`src/rtl/reg_dump_uart.sv`:
```
// Snapshots r0..r7 on snap and sends HEADER + 8 register bytes as 8N1 UART, LSB first.
// Define REG_DUMP_CHECKSUM_EN to append an XOR-of-registers checksum byte.
module reg_dump_uart #(
   parameter int unsigned CLKS_PER_BIT = 16,
   parameter logic [7:0]  HEADER       = 8'hA5
) (
   input  logic       clk,
   input  logic       rst_n,
   input  logic       snap,
   input  logic [7:0] r0,
   input  logic [7:0] r1,
   input  logic [7:0] r2,
   input  logic [7:0] r3,
   input  logic [7:0] r4,
   input  logic [7:0] r5,
   input  logic [7:0] r6,
   input  logic [7:0] r7,
   output logic       tx,
   output logic       busy,
   output logic       done
);

   typedef enum logic [2:0] {IDLE, START, DATA, STOP, NEXT} state_t;

   localparam logic [15:0] BIT_RELOAD = 16'(CLKS_PER_BIT - 1);
`ifdef REG_DUMP_CHECKSUM_EN
   localparam logic [3:0]  LAST_BYTE  = 4'd9;
`else
   localparam logic [3:0]  LAST_BYTE  = 4'd8;
`endif

   state_t          state_q, state_d;
   logic [15:0]     timer_q, timer_d;
   logic [2:0]      bit_q,   bit_d;
   logic [3:0]      byte_q,  byte_d;
   logic [7:0][7:0] shot_q,  shot_d;
   logic            done_q,  done_d;
   logic [7:0]      cur_byte;

`ifdef REG_DUMP_CHECKSUM_EN
   logic [7:0] csum;

   always_comb begin
      csum = '0;
      for (int i = 0; i < 8; i++) begin
         csum = csum ^ shot_q[i];
      end
   end
`endif

   // Byte index 0 is the header, 1..8 map to the snapshot registers.
   always_comb begin
      cur_byte = HEADER;
      if (byte_q != 4'd0 && byte_q <= 4'd8) begin
         cur_byte = shot_q[3'(byte_q - 4'd1)];
      end
`ifdef REG_DUMP_CHECKSUM_EN
      if (byte_q == 4'd9) begin
         cur_byte = csum;
      end
`endif
   end

   always_comb begin
      state_d = state_q;
      timer_d = timer_q;
      bit_d   = bit_q;
      byte_d  = byte_q;
      shot_d  = shot_q;
      done_d  = 1'b0;
      case (state_q)
         IDLE: begin
            if (snap) begin
               shot_d  = {r7, r6, r5, r4, r3, r2, r1, r0};
               state_d = START;
               timer_d = BIT_RELOAD;
               bit_d   = 3'd0;
               byte_d  = 4'd0;
            end
         end
         START: begin
            if (timer_q == 16'd0) begin
               timer_d = BIT_RELOAD;
               bit_d   = 3'd0;
               state_d = DATA;
            end else begin
               timer_d = timer_q - 16'd1;
            end
         end
         DATA: begin
            if (timer_q == 16'd0) begin
               timer_d = BIT_RELOAD;
               if (bit_q == 3'd7) begin
                  state_d = STOP;
               end else begin
                  bit_d = bit_q + 3'd1;
               end
            end else begin
               timer_d = timer_q - 16'd1;
            end
         end
         STOP: begin
            if (timer_q == 16'd0) begin
               timer_d = BIT_RELOAD;
               state_d = NEXT;
            end else begin
               timer_d = timer_q - 16'd1;
            end
         end
         default: state_d = IDLE;
      endcase

      // NEXT is resolved in the same cycle so consecutive bytes have no idle gap.
      if (state_d == NEXT) begin
         if (byte_q == LAST_BYTE) begin
            state_d = IDLE;
            done_d  = 1'b1;
         end else begin
            state_d = START;
            byte_d  = byte_q + 4'd1;
         end
      end
   end

   always_ff @(posedge clk) begin
      if (!rst_n) begin
         state_q <= IDLE;
         timer_q <= '0;
         bit_q   <= '0;
         byte_q  <= '0;
         shot_q  <= '0;
         done_q  <= 1'b0;
      end else begin
         state_q <= state_d;
         timer_q <= timer_d;
         bit_q   <= bit_d;
         byte_q  <= byte_d;
         shot_q  <= shot_d;
         done_q  <= done_d;
      end
   end

   always_comb begin
      case (state_q)
         START:   tx = 1'b0;
         DATA:    tx = cur_byte[bit_q];
         default: tx = 1'b1;
      endcase
   end

   assign busy = (state_q != IDLE);
   assign done = done_q;

endmodule
```
`config.mk`:
```
export PLATFORM = sky130hd
export DESIGN_NAME = reg_dump_uart
export DESIGN_NICKNAME = d
export VERILOG_FILES = /design/src/rtl/reg_dump_uart.sv
export SDC_FILE = /design/constraint.sdc
export NUM_CORES = 1
export LEC_CHECK = 0
export ABC_AREA = 1
export ABC_CLOCK_PERIOD_IN_PS = 5400
export BUFFER_PORTS_ARGS = -buffer_cell sky130_fd_sc_hd__buf_2
export CAP_MARGIN = 20
export CORE_MARGIN = 2
export CORE_UTILIZATION = 61
export DETAILED_ROUTE_END_ITERATION = 12
export GPL_ROUTABILITY_DRIVEN = 0
export HOLD_SLACK_MARGIN = 0.03
export PLACE_DENSITY = 0.85
export SETUP_SLACK_MARGIN = 0.4
export SYNTH_ARGS = -nofsm -noshare
export SYNTH_HDL_FRONTEND = slang
export SYNTH_SLANG_ARGS = --single-unit
```
`constraint.sdc`:
```
create_clock -name clk -period 5.4 [get_ports clk]
set_clock_uncertainty 0.15 [all_clocks]
set_input_delay 0.27 -clock clk [delete_from_list [all_inputs] [get_ports clk]]
set_output_delay 0.27 -clock clk [all_outputs]
set_load 0.03 [all_outputs]
```
==> results_dict.tcl <==
set metrics [dict create \
    first_global_vias 4184 \
    crit_fanout 26 \
    grt_usage 0.301 \
    layout_commonest_cell "nand2_1" \
    crit_required_ps 4980 \
    clkPwrFrac 0.326 \
    power_switching_w 0.000424 \
    avgSynthCellArea_um2 7.02 \
    die_y_um 88.8 \
    fin_setup_tns_ps 0 \
    min_path_type "input port to register" \
    ir_worst_vdd_v 0.000185 \
    globalRouteOverflowTotal 0 \
    status "finished, final reports clean" \
    synth_area_um2 4390 \
    area_growth_pct 21.8 \
    swShare 0.292 \
    max_cap_viol_count 0 \
    drc 0 \
    io_pins 70 \
    p_int_w 0.00103 \
    hpwl_um 7450 \
    startpoint_type "register" \
    syn-num-nets 699 \
    slew_headroom 0.422 \
    cts_max_path_buffers 2 \
    setup_violations 0 \
    endpoint_kind "output pin" \
    ant_nets 0 \
    syn_inst 625 \
    grt_antenna_before_repair 0 \
    drive_above_1_share 0.163 \
    synth-seq-area-share 0.415 \
    wl_per_cell_um 14.4 \
    htree_levels 3 \
    numPortBuffers 69 \
    grt_pass1_wl_um 18700 \
    drt-initial-drc-count 488 \
    period_needed_ps 3700 \
    grt_max_degree 93 \
    die_x_um 88.8 \
    clk_latency_ps 360 \
    vias 4632 \
    clock.fmax_mhz 271 \
    period_share 0.684 \
    clockRootBuffer "clkbuf_8" \
    p_total_w 0.00145 \
    hold_viol_final 0 \
    cts_tree "built" \
    wl_um 11800 \
    n_antenna_cell 0 \
    final_cell_mix "175 x nand2_1, 91 x dfxtp_1, 75 x a21oi_1" \
    ys_ff_latch 91 \
    synth.distinct_cells 37 \
    pwr-share-comb 0.167 \
    dieArea_um2 7890 \
    p_per_area_nw_per_um2 271 \
    worst_pin_slew_ps 866 \
    start_util 0.639 \
    crit_type "register to output pin" \
    cts_buffers 9 \
    ys_warn_count 0 \
    rsz0062_at_grt "no" \
    dpl.cell_count 760 \
    drv_slew 0 \
    clk_transition_reported_paths_ps 100 \
    via_per_inst 5.68 \
    rows 30 \
    dr.pass1.iters 6 \
    power_frac_seq 0.507 \
    clock_sinks 91 \
    leakage_nw 2.19 \
    cts_resized 0 \
    layout.cells.non_filler 816 \
    nets 789 \
    core-area_um2 6870 \
    worstPathArrival_ps 3280 \
]
[cell families (layout without fill, tap and decap cells)]
kind of cell / count (synthesis) / in the layout / share of synthesized area
fa+ha+maj: 7 / 7 / 0.0200
flops: 91 / 91 / 0.415
other cells: 1 / 1 / 0.000854
buf+inv: 97 / 192 / 0.0881
compound gates: 133 / 133 / 0.164
simple gates: 290 / 290 / 0.300
xor+xnor: 6 / 6 / 0.0120
[cells in the mapped netlist]
master / instances / area share
nor3b_1: 1 / 0.0017
nand2_1: 175 / 0.15
o22ai_1: 2 / 0.0029
a31oi_1: 6 / 0.0086
a21oi_2: 2 / 0.0040
clkinv_1: 3 / 0.0026
nand2_2: 3 / 0.0043
inv_1: 55 / 0.047
nand4_1: 2 / 0.0029
nand3_2: 3 / 0.0068
o21ai_1: 1 / 0.0011
nand3_1: 61 / 0.070
inv_2: 6 / 0.0051
or2_1: 1 / 0.0014
buf_2: 18 / 0.021
a211oi_1: 2 / 0.0034
xnor2_1: 3 / 0.0060
nor2_8: 1 / 0.0046
o211ai_1: 12 / 0.021
nand2_4: 2 / 0.0051
clkbuf_1: 15 / 0.013
dfxtp_1: 91 / 0.42
nor2_4: 1 / 0.0026
nor3b_2: 2 / 0.0057
o21ai_0: 32 / 0.036
nand3_4: 1 / 0.0040
nor3_1: 9 / 0.010
nor3_2: 1 / 0.0023
nor2_2: 4 / 0.0057
and3_2: 1 / 0.0017
xor2_1: 3 / 0.0060
a21oi_1: 75 / 0.086
ha_1: 7 / 0.020
conb_1: 1 / 0.00085
nor3_4: 1 / 0.0037
nor2_1: 21 / 0.018
o21a_1: 1 / 0.0017
[area by class of cell]
cell class | count | area, um2
Sequential cell | 91 | 1820
Clock inverter | 7 | 75.1
Clock buffer | 9 | 124
Fill cell | 487 | 1520
Multi-Input combinational cell | 437 | 2180
Inverter | 64 | 240
Tap cell | 96 | 120
Timing Repair Buffer | 112 | 786
[metal layers]
layer / routed length, um / global-route usage / vias up
li1: - / - / 2227
met1: 5020 / 0.399 / 2105
met2: 5410 / 0.489 / 244
met3: 884 / 0.0522 / 56
met4: 444 / 0.120 / 0
met5: 0 / 0 / -
[through the flow]
step / cell area (um2) / utilization / setup WS, ps / hold slack (ps)
final: 5350 / 0.779 / 1700 / 39.3
after global routing: 5350 / 0.779 / 1470 / 39.3
after CTS: 5310 / 0.773 / 1800 / 33.5
after detailed placement: 4730 / 0.689 / 2180 / 299
after global placement: 4730 / 0.689 / 2360 / 293
after floorplan: 4390 / - / 2820 / 264
[power by group through the flow]
stage / registers (W) / clock network, W / logic, W
after floorplan: 0.000743 / 0 / 0.000157
after global placement: 0.000749 / 0 / 0.000204
after detailed placement: 0.000750 / 0 / 0.000211
after CTS: 0.000735 / 0.000469 / 0.000233
after global routing: 0.000740 / 0.000505 / 0.000269
final: 0.000736 / 0.000473 / 0.000243
[flip-flops by register name, indices dropped and copies added, names as in the netlist, named ones only]
| name | flops |
|---|---|
| state_q | 3 |
| bit_q | 3 |
| byte_q | 3 |
| shot_q | 64 |
| timer_q | 16 |
| done | 1 |
[worst paths after layout]
check / from / endpoint / slack (ps) / cells after the start
hold / removal: r6[5] / shot_q[53] / 40 / 3
hold reg to reg: shot_q[56] / shot_q[56] / 320 / 2
setup / recovery: byte_q[0] / tx / 1700 / 13
setup reg to reg: byte_q[0] / register / 3040 / 4
[critical path: stages, from the launching register on]
cell and delay [ps]:
dfxtp_1 350, inv_2 180, ha_1 730, clkinv_1 570, nand3_1 250, nand3_1 120, nand3_1 120, nand3_1 80
nand2_1 60, nand2_1 50, nand2_1 50, nand3_1 80, nand2_1 90, buf_2 190
[repair_timing]
action                    in CTS  in global routing
hold buffers                  38                  1
setup buffers                  0                  0
hold endpoints to repair      38                  1
Note: power is estimated with default switching activity, not from simulation.
